`src/rtl/mult_div_pkg.sv`:
```
// Purpose : shared widths, state encoding and operand helpers for the mult/div units.
// Latency : n/a (package only).
// Backpressure : n/a.
package mult_div_pkg;

    localparam int A_W   = 32;  // dividend / quotient width
    localparam int B_W   = 16;  // divisor width
    localparam int ITER  = 32;  // one quotient bit per iteration
    localparam int CNT_W = 5;   // holds 0..ITER-1

    typedef enum logic [1:0] {
        IDLE = 2'd0,
        RUN  = 2'd1,
        FIX  = 2'd2,
        DONE = 2'd3
    } state_t;

    localparam logic [A_W-1:0] INT_MIN      = 32'h8000_0000;
    localparam logic [B_W-1:0] DIV_ALL_ONES = 16'hFFFF;

    // Magnitude of a signed dividend as 32-bit unsigned; INT_MIN maps to 0x80000000.
    function automatic logic [A_W-1:0] abs_a(input logic [A_W-1:0] a);
        return a[A_W-1] ? (~a + 1'b1) : a;
    endfunction

    // Magnitude of a signed divisor, widened to 17 bits so 0x8000 maps to 32768.
    function automatic logic [B_W:0] abs_b(input logic [B_W-1:0] b);
        logic [B_W:0] bx;
        bx = {b[B_W-1], b};
        return b[B_W-1] ? (~bx + 1'b1) : bx;
    endfunction

endpackage

```
`src/rtl/div_step.sv`:
```
// Purpose : one combinational restoring-division step (shift in dividend MSB, trial subtract).
// Latency : combinational.
// Backpressure : none; evaluated every cycle, used only while the divider is running.
// Ports   : rem (33b partial remainder), msb (next dividend bit), divisor (33b, zero-extended)
//           -> rem_next (updated remainder), q_bit (quotient bit produced by this step).
module div_step
    import mult_div_pkg::*;
(
    input  logic [A_W:0] rem,
    input  logic         msb,
    input  logic [A_W:0] divisor,
    output logic [A_W:0] rem_next,
    output logic         q_bit
);

    logic [A_W+1:0] shifted;
    logic [A_W+1:0] trial;

    // One extra bit on top so the sign of the trial subtraction is never lost.
    assign shifted  = {rem, msb};
    assign trial    = shifted - {1'b0, divisor};
    assign q_bit    = ~trial[A_W+1];
    assign rem_next = q_bit ? trial[A_W:0] : shifted[A_W:0];

endmodule

```
`src/rtl/div_module.sv`:
```
// Purpose : sequential signed divider, 32b / 16b, restoring, one quotient bit per cycle.
// Latency : 34 cycles accept-to-resultRDY for normal ops, 1 cycle for divide-by-zero/overflow.
// Backpressure : data_inputRDY is high only in IDLE; ctrl_DIV is ignored while busy.
// Ports   : clock, reset (sync, active-high), ctrl_DIV start pulse, data_operandA dividend,
//           data_operandB divisor -> data_result quotient, data_exception, data_inputRDY,
//           data_resultRDY (one-cycle registered pulse).
module div_module
    import mult_div_pkg::*;
(
    input  logic           clock,
    input  logic           reset,
    input  logic           ctrl_DIV,
    input  logic [A_W-1:0] data_operandA,
    input  logic [B_W-1:0] data_operandB,
    output logic [A_W-1:0] data_result,
    output logic           data_exception,
    output logic           data_inputRDY,
    output logic           data_resultRDY
);

    state_t           state;
    logic [A_W:0]     rem;
    logic [A_W-1:0]   dq;       // dividend shifts out the top while quotient bits shift in
    logic [A_W-1:0]   divisor;
    logic [CNT_W-1:0] count;
    logic             sign_q;

    logic [A_W:0]     rem_next;
    logic             q_bit;
    logic             is_exc;

    assign is_exc = (data_operandB == '0) ||
                    ((data_operandA == INT_MIN) && (data_operandB == DIV_ALL_ONES));

    assign data_inputRDY = (state == IDLE);

    div_step u_step (
        .rem      (rem),
        .msb      (dq[A_W-1]),
        .divisor  ({1'b0, divisor}),
        .rem_next (rem_next),
        .q_bit    (q_bit)
    );

    always_ff @(posedge clock) begin
        if (reset) begin
            state          <= IDLE;
            rem            <= '0;
            dq             <= '0;
            divisor        <= '0;
            count          <= '0;
            sign_q         <= 1'b0;
            data_result    <= '0;
            data_exception <= 1'b0;
            data_resultRDY <= 1'b0;
        end else begin
            data_resultRDY <= 1'b0;
            case (state)
                IDLE: begin
                    if (ctrl_DIV) begin
                        if (is_exc) begin
                            data_result    <= '0;
                            data_exception <= 1'b1;
                            data_resultRDY <= 1'b1;
                            state          <= DONE;
                        end else begin
                            sign_q  <= data_operandA[A_W-1] ^ data_operandB[B_W-1];
                            dq      <= abs_a(data_operandA);
                            divisor <= {{(A_W-B_W-1){1'b0}}, abs_b(data_operandB)};
                            rem     <= '0;
                            count   <= '0;
                            state   <= RUN;
                        end
                    end
                end
                RUN: begin
                    rem   <= rem_next;
                    dq    <= {dq[A_W-2:0], q_bit};
                    count <= count + 1'b1;
                    if (count == CNT_W'(ITER-1)) begin
                        state <= FIX;
                    end
                end
                FIX: begin
                    // Magnitude quotient always fits once overflow is excluded, so
                    // negation here cannot wrap.
                    data_result    <= sign_q ? (~dq + 1'b1) : dq;
                    data_exception <= 1'b0;
                    data_resultRDY <= 1'b1;
                    state          <= DONE;
                end
                DONE: begin
                    state <= IDLE;
                end
                default: begin
                    state <= IDLE;
                end
            endcase
        end
    end

endmodule

```
`config.mk`:
```
export PLATFORM = sky130hd
export DESIGN_NAME = div_module
export DESIGN_NICKNAME = d
export VERILOG_FILES = /design/src/rtl/mult_div_pkg.sv /design/src/rtl/div_step.sv /design/src/rtl/div_module.sv
export SDC_FILE = /design/constraint.sdc
export NUM_CORES = 1
export LEC_CHECK = 0
export CAP_MARGIN = 40
export CORE_ASPECT_RATIO = 0.6
export CORE_UTILIZATION = 35
export CTS_CLUSTER_SIZE = 10
export DETAILED_ROUTE_END_ITERATION = 10
export PLACE_DENSITY = 0.51
export SYNTH_ARGS = -nofsm -noshare
export SYNTH_HDL_FRONTEND = slang
export SYNTH_SLANG_ARGS = --single-unit
```
`constraint.sdc`:
```
create_clock -name clock -period 3.55 [get_ports clock]
set_input_delay 0.8875 -clock clock [delete_from_list [all_inputs] [get_ports clock]]
set_output_delay 0.8875 -clock clock [all_outputs]
set_load 0.02 [all_outputs]
```
==> results of run 1 <==
[path summary, 6_finish.rpt]
kind                                   endpoint  slack, ns  cells after the start        startpoint
worst max-delay path                     dq[27]       0.12                     10  data_operandA[3]
worst min-delay path             data_result[4]       0.45                      2    data_result[4]
worst max register to register  data_result[26]       0.27                     10             dq[0]
worst min register to register   data_result[4]       0.45                      2    data_result[4]
[cells by family (layout without fill, tap and decap cells)]
group	count (synthesis)	count (layout)	synth area share
and+or+nand+nor	393	393	0.2383
DFF	124	124	0.3127
muxes	18	18	0.02285
xor gates and xnor gates	95	95	0.1048
AOI/OAI and AO/OA	278	278	0.2270
buffers and inverters	91	230	0.05091
adders and majority gates	27	27	0.04350
[flip-flops by register name, indices dropped and copies added, names as in the netlist]
name            cells
rem                33
dq                 32
sign_q              1
count               5
data_resultRDY      1
divisor            17
state               2
data_exception      1
data_result        32
[final cells by class]
cell class,instances,area [µm²]
clock buffer,17,425.4
inverter,31,116.4
timing repair buffer,168,1551
multi-input combinational,811,5084
clock inverter,14,172.7
tap,308,385.4
sequential,124,2482
fill,2248,11910
[timing repair]
item                                    CTS  global route
resized for setup                         0             4
buffers inserted                          0             0
endpoints found under the setup margin    0            39
[stage by stage]
stage	instance area [µm²]	cells	setup slack, ns	hold WS (ns)
after floorplan	7939	1026	0.2676	0.4279
after global placement	9588	1441	-0.3963	0.4440
after CTS	10200	1473	0.005110	0.4549
after global routing	10220	1473	-0.02015	0.4731
after detailed placement	9603	1442	-0.4272	0.4465
final	10220	1473	0.1227	0.4541
[report_power, final]
part	internal (µW)	switching, µW
registers	1620	287
clock network	1100	685
logic	1560	2140
[per-layer routing]
layer,wire length [µm],vias up,track usage
met5,0,-,0
met4,123,0,0.03564
met3,1390,8,0.04424
met2,7417,198,0.2258
met1,14590,3415,0.3675
li1,-,3905,-
[worst max-delay path, delay by kind of cell]
kind	cells	cell delay, ns
xor gates and xnor gates	1	0.29
buffers and inverters	2	0.60
and+or+nand+nor	4	1.51
AOI/OAI and AO/OA	3	0.42
[cell usage in the layout (no fill, tap or decap), types with 17 or more instances in the layout]
cell type,n
a21oi_1,77
buf_4,76
clkbuf_16,17
clkdlybuf4s50_1,84
dfxtp_1,124
ha_1,25
inv_1,31
mux2i_1,17
nand2_1,177
nand3_1,37
nor2_1,60
nor3_1,18
o21ai_0,82
o31ai_1,20
or3_1,17
or4_1,17
xnor2_1,43
xor2_1,52
==> flow_summary.json, run 1 <==
{
  "hpwl_um": 18170,
  "postRouteAntennaNets": 0,
  "place_congestion": 0.8567,
  "powerDensity_nw_per_um2": 723.5,
  "fin_crit_sh": 0.9654,
  "gr-total-overflow": 0,
  "critical_path.startpoint_type": "input port",
  "ios": 86,
  "synthFlopType": "dfxtp_1",
  "fin_setup_tns_ns": 0,
  "critPathArrivalTime_ns": 3.70,
  "worstPathRequired_ns": 3.82,
  "ys_warn_count": 0,
  "syn_nets": 1104,
  "antenna_found_initial": 0,
  "max_slew_margin": 0.4393,
  "synth_edf_count": 0,
  "p_total_uw": 7392,
  "cts.sinks": 124,
  "synth_top_area_share": 0.3127,
  "fin_crit_ns": 3.427,
  "ys_seq_area_frac": 0.3127,
  "yosysMostFrequentCell": "nand2_1",
  "path_max_fanout": 8,
  "vias_per_cell": 5.109,
  "start_util": 0.3588,
  "fmax_ghz": 0.2918,
  "cts_made_buffers": 17,
  "drt-initial-drc-count": 484,
  "hold_viol_final": 0,
  "path_class": "in -> reg",
  "ys_top_cells_by_area": "dfxtp_1, nand2_1, xor2_1, o21ai_0, a21oi_1",
  "drive_above_1_share": 0.1313,
  "num_antenna_cells": 0,
  "synth_cells": 1026,
  "first_pass_iters": 4,
  "synth_commonest_cells": "nand2_1, dfxtp_1, o21ai_0",
  "synth_area_leader_cell": "dfxtp_1",
  "area_growth_pct": 28.70,
  "final_util": 0.4618,
  "ctsLongestPathBuffers": 2,
  "chipHeight_um": 118.7,
  "crit_top_cell": "o21ai_0",
  "wirelength_um": 23520,
  "hold_class": "reg -> reg",
  "cts_hold_buf": 0,
  "cts-root-buf": "clkbuf_16",
  "syn_area_um2": 7939,
  "leakagePower_uw": 0.003878,
  "finalSetupViolCount": 0,
  "ys_ff_latch": 124,
  "avgSynthCellArea_um2": 7.738,
  "grt_pass1_vias": 6831,
  "peakVddDrop_v": 0.0003552,
  "finalClockSkew_ns": 0.01138,
  "grt_first_pass_wirelength_um": 37750,
  "port_buffers": 85,
  "slowest_delay_ns": 0.53,
  "core_um2": 22120,
  "num-nets-final": 1231,
  "rows": 42,
  "yosysUniqueCellTypes": 75,
  "worstSetupEndpointType": "flip-flop",
  "dieWidth_um": 196.4,
  "tightest_slew_ns": 0.8379,
  "async_reset_ff_frac": 0,
  "status": "finished clean",
  "htreeDepth": 4,
  "cap_viol_max_count": 0,
  "wl_per_cell_um": 15.97,
  "clk_pin_slew_ns": 0.06,
  "die-area_um2": 23310,
  "grt_max_degree": 66,
  "drv_slew": 0,
  "cp_slowest_cell": "or4_4",
  "clk_latency_ns": 0.42,
  "grt_usage": 0.2058,
  "drc": 0,
  "vias": 7526,
  "path_cells": "clkdlybuf4s50_1 > or4_4 > buf_4 > or4_1 > or2_1 > o21ai_0 > xor2_1 > o21ai_0 > nand2_1 > a21oi_1",
  "cts_tree": "built"
}
No activity file was read; power rests on OpenSTA's default activity.
==> inputs of run 2 (changes only) <==
- PLACE_DENSITY: 0.51 -> default
==> flow_summary.json, run 2 (synthesis results as in run 1) <==
{
  "path_cells": "clkdlybuf4s50_1 > or4_4 > buf_4 > or4_1 > or4_1 > o31ai_2 > xor2_1 > o21ai_0 > nand2_1 > a21oi_1",
  "antenna_found_initial": 0,
  "peakVddDrop_v": 0.0004707,
  "leakagePower_uw": 0.003868,
  "port_buffers": 85,
  "grt_pass1_vias": 6540,
  "drv_slew": 0,
  "die-area_um2": 23310,
  "hold_class": "reg -> reg",
  "cts_tree": "built",
  "core_um2": 22120,
  "status": "finished clean",
  "critical-path-top-delay-family": "simple AND/OR/NAND/NOR gates",
  "cts_resized": 0,
  "crit_top_cell": "or4_1",
  "start_util": 0.3588,
  "postCtsSetupBuffers": 0,
  "wl_per_cell_um": 16.02,
  "critical_path.startpoint_type": "input port",
  "finalSetupViolCount": 0,
  "top_regs": "rem: 33 flops, data_result: 32 flops, dq: 32 flops",
  "drive_above_1_share": 0.1309,
  "dieWidth_um": 196.4,
  "final_cell_mix": "nand2_1, dfxtp_1, clkdlybuf4s50_1",
  "postRouteAntennaNets": 0,
  "hold_viol_final": 0,
  "clk_pin_slew_ns": 0.06,
  "place_congestion": 0.8985,
  "fin_crit_ns": 3.440,
  "p_total_uw": 7565,
  "path_max_fanout": 4,
  "reg2reg_slack_ns": 0.28,
  "final_common_cell": "nand2_1",
  "finalClockSkew_ns": 0.007131,
  "nFillCells": 2169,
  "rsz0062_at_grt": "true",
  "cap_viol_max_count": 0,
  "powerDensity_nw_per_um2": 736.8,
  "cp_slowest_cell": "or4_4",
  "worstSetupStartpoint": "data_operandA[2]",
  "tightest_slew_ns": 0.8607,
  "r2r_start": "divisor[13]",
  "rows": 42,
  "final_util": 0.4640,
  "area_growth_pct": 29.31,
  "grt_first_pass_wirelength_um": 36450,
  "cts-root-buf": "clkbuf_16",
  "path_class": "in -> reg",
  "vias": 7699,
  "hpwl_um": 17890,
  "fin_setup_tns_ns": 0,
  "grt_max_degree": 66,
  "chipHeight_um": 118.7,
  "num-nets-final": 1226,
  "ctsLongestPathBuffers": 2,
  "clk_latency_ns": 0.43,
  "slowest_delay_ns": 0.55,
  "wirelength_um": 23530,
  "fin_crit_sh": 0.9691,
  "gr-total-overflow": 0,
  "hold_path.startpoint": "data_result[2]",
  "ios": 86,
  "cts.sinks": 124,
  "worstSetupEndpointType": "flip-flop",
  "cts_hold_buf": 0,
  "fmax_ghz": 0.2907,
  "drt-initial-drc-count": 646,
  "vias_per_cell": 5.241,
  "crit_buf_inv": 2,
  "worstPathRequired_ns": 3.83,
  "critPathArrivalTime_ns": 3.72,
  "regMostFlops": "rem",
  "num_antenna_cells": 0,
  "first_pass_iters": 5,
  "max_slew_margin": 0.4262,
  "whs_ns": 0.4548,
  "largest_reg_flops": 33,
  "drc": 0,
  "grt_usage": 0.1994,
  "htreeDepth": 4,
  "cts_made_buffers": 17
}
[run 2: changes by cell type in the layout (fill, tap and decap cells not counted), sizes merged, moves of 2 or more]
cell,change
clkinvlp,+2
buf,-7
clkbuf,+2
clkinv,-5
bufinv,+2
[run 2: layer usage]
| layer | vias to the layer above | global-route usage | wire, µm |
|---|---|---|---|
| li1 | 3903 | - | - |
| met3 | 15 | 0.03938 | 1812 |
| met1 | 3490 | 0.3579 | 13760 |
| met4 | 0 | 0.04834 | 204 |
| met2 | 291 | 0.2132 | 7755 |
| met5 | - | 0 | 0 |
[run 2: final timing paths]
kind,endpoint,cells past startpoint
max,dq[29],10
min reg2reg,data_result[2],2
min,data_result[2],2
max reg2reg,rem[22],10
[run 2: cell type report]
cell class,count,area (µm²),share of cell area
Inverter,31,116.4,0.01133
Multi-Input combinational cell,813,5137,0.5004
Tap cell,308,385.4,0.03754
Sequential cell,124,2482,0.2418
Clock inverter,13,215.2,0.02096
Clock buffer,19,442.9,0.04314
Timing Repair Buffer,161,1486,0.1448
[run 2: where the power goes]
part           internal [µW]  switching, µW  total (µW)
sequential              1620            308        1930
combinational           1540           2130        3680
clock                   1270            685        1950
[run 2: worst reg2reg max path, cell delays in order, from the launching register on]
cell	delay, ns
dfxtp_1	0.31
inv_1	0.10
ha_1	0.43
and3_1	0.28
and3_1	0.25
and3_1	0.21
nor3_1	0.08
a2111oi_2	0.35
or4b_4	0.59
or4_1	0.50
nand3_1	0.09
[run 2: per-stage QoR]
stage	instance area [µm²]	worst slack (ns)	cells
2_1_floorplan	7939	0.2676	1026
3_3_place_gp	9523	-0.3251	1434
3_5_place_dp	9538	-0.3748	1435
4_1_cts	10200	0.07234	1467
5_1_grt	10270	-0.007875	1469
6_report	10270	0.1095	1469
==> inputs of run 3 (changes only) <==
- clock period: 3.55 -> 3.5 ns (I/O delays scaled with it)
==> flow_summary.json, run 3 (synthesis results as in run 1) <==
{
  "rows": 42,
  "drv_slew": 0,
  "tightest_slew_ns": 0.8452,
  "regMostFlops": "rem",
  "critPathArrivalTime_ns": 3.68,
  "fin_crit_ns": 3.402,
  "grt_pass1_vias": 6790,
  "largest_reg_flops": 33,
  "grt_usage": 0.2032,
  "vias": 7670,
  "port_buffers": 85,
  "grt_first_pass_wirelength_um": 37270,
  "hold_class": "reg -> reg",
  "first_pass_iters": 5,
  "wirelength_um": 23080,
  "r2r_end": "data_result[26]",
  "r2r_start": "dq[0]",
  "r2r_cells": 10,
  "finalSetupViolCount": 0,
  "die-area_um2": 23310,
  "placedInstanceArea_um2": 9548,
  "status": "finished clean",
  "antenna_found_initial": 0,
  "peakVddDrop_v": 0.0004323,
  "fin_crit_sh": 0.9720,
  "cts.sinks": 124,
  "finalClockSkew_ns": 0.008040,
  "grt_max_degree": 67,
  "chipHeight_um": 118.7,
  "postRouteAntennaNets": 0,
  "cts_tree": "built",
  "htreeDepth": 4,
  "cap_viol_max_count": 0,
  "worstSetupEndpointType": "flip-flop",
  "clk_latency_ns": 0.42,
  "worstSetupStartpoint": "data_operandA[2]",
  "drive_above_1_share": 0.1326,
  "leakagePower_uw": 0.003878,
  "top_regs": "rem: 33 flops, data_result: 32 flops, dq: 32 flops",
  "final_util": 0.4636,
  "drt-initial-drc-count": 687,
  "vias_per_cell": 5.221,
  "final_common_cell": "nand2_1",
  "start_util": 0.3588,
  "hpwl_um": 17660,
  "cts_made_buffers": 17,
  "crit_end": "dq[29]",
  "num-nets-final": 1227,
  "hold_viol_final": 0,
  "nFillCells": 2167,
  "cts-root-buf": "clkbuf_16",
  "path_max_fanout": 4,
  "drc": 0,
  "num_antenna_cells": 0,
  "max_slew_margin": 0.4344,
  "ios": 86,
  "final_cell_mix": "nand2_1, dfxtp_1, clkdlybuf4s50_1",
  "powerDensity_nw_per_um2": 744.3,
  "reg2reg_slack_ns": 0.25,
  "critical_path.startpoint_type": "input port",
  "rsz0062_at_grt": "true",
  "path_class": "in -> reg",
  "postCtsSetupBuffers": 0,
  "dieWidth_um": 196.4,
  "gr-total-overflow": 0,
  "worstPathRequired_ns": 3.78,
  "place_congestion": 0.9045,
  "ctsLongestPathBuffers": 2,
  "stdcell_area_um2": 10260,
  "core_um2": 22120,
  "fmax_ghz": 0.2940,
  "wl_per_cell_um": 15.71,
  "area_growth_pct": 29.19,
  "clk_pin_slew_ns": 0.06
}
==> run 3: cell types whose count changed in the layout (fill, tap and decap cells not counted), sizes merged <==
cell      previous run  this run
clkbuf              19        20
o21ai               88        87
nand3               39        38
clkinvlp             4         3
buf                 77        80
inv                 32        31
==> run 3: repair_timing <==
item	in CTS	in global routing
resized for setup	1	13
gates cloned	0	0
endpoints found under the setup margin	3	21
endpoints found under the hold margin	0	0
hold buffers	0	0
pin swaps	1	3
==> run 3: layer usage <==
layer	wire, µm	vias up	global-route usage
li1	-	3898	-
met1	13850	3499	0.3611
met2	7502	260	0.2223
met3	1565	13	0.04252
met4	164	0	0.04395
met5	0	-	0
==> run 3: worst max-delay path, stage by stage <==
cell             delay, ns
clkdlybuf4s50_1       0.43
or4_4                 0.54
buf_4                 0.16
or4_4                 0.52
or4_4                 0.45
o31ai_4               0.28
xor2_2                0.20
o21ai_1               0.08
nand2_1               0.09
a21oi_1               0.06
==> run 3: final cells by class <==
class / instances / area, µm² / area share
multi-input cells: 811 / 5124 / 0.4996
clock inverters: 11 / 191.4 / 0.01867
repair buffers: 164 / 1500 / 0.1463
clock buffers: 20 / 456.7 / 0.04453
inverters: 31 / 116.4 / 0.01135
well taps: 308 / 385.4 / 0.03757
flip-flops and latches: 124 / 2482 / 0.2420
==> run 3: per-stage QoR <==
stage	std cells	setup WS, ns	setup TNS, ns	hold WS [ns]	total power [µW]
after detailed placement	1438	-0.4864	-38.38	0.4469	5613
after floorplan	1026	0.2301	0	0.4279	4562
after global routing	1469	-0.02492	-0.05962	0.4658	8180
after CTS	1469	0.008078	0	0.4550	7576
after global placement	1437	-0.4406	-33.24	0.4431	5567
final	1469	0.09816	0	0.4494	7634
==> run 3: power by group <==
part,internal [µW],switching (µW),total [µW]
combinational,1570,2150,3720
clock,1290,667,1960
sequential,1650,303,1950
==> run 3: worst min path at each step <==
| stage | start | end | slack, ns | cells past startpoint |
|---|---|---|---|---|
| 2_1_floorplan | divisor[16] | divisor[16] | 0.43 | 2 |
| 3_3_place_gp | divisor[15] | divisor[15] | 0.44 | 2 |
| 3_5_place_dp | data_result[20] | data_result[20] | 0.45 | 2 |
| 4_1_cts | data_result[16] | data_result[16] | 0.45 | 2 |
| 5_1_grt | data_result[1] | data_result[1] | 0.47 | 2 |
| 6_report | data_result[20] | data_result[20] | 0.45 | 2 |
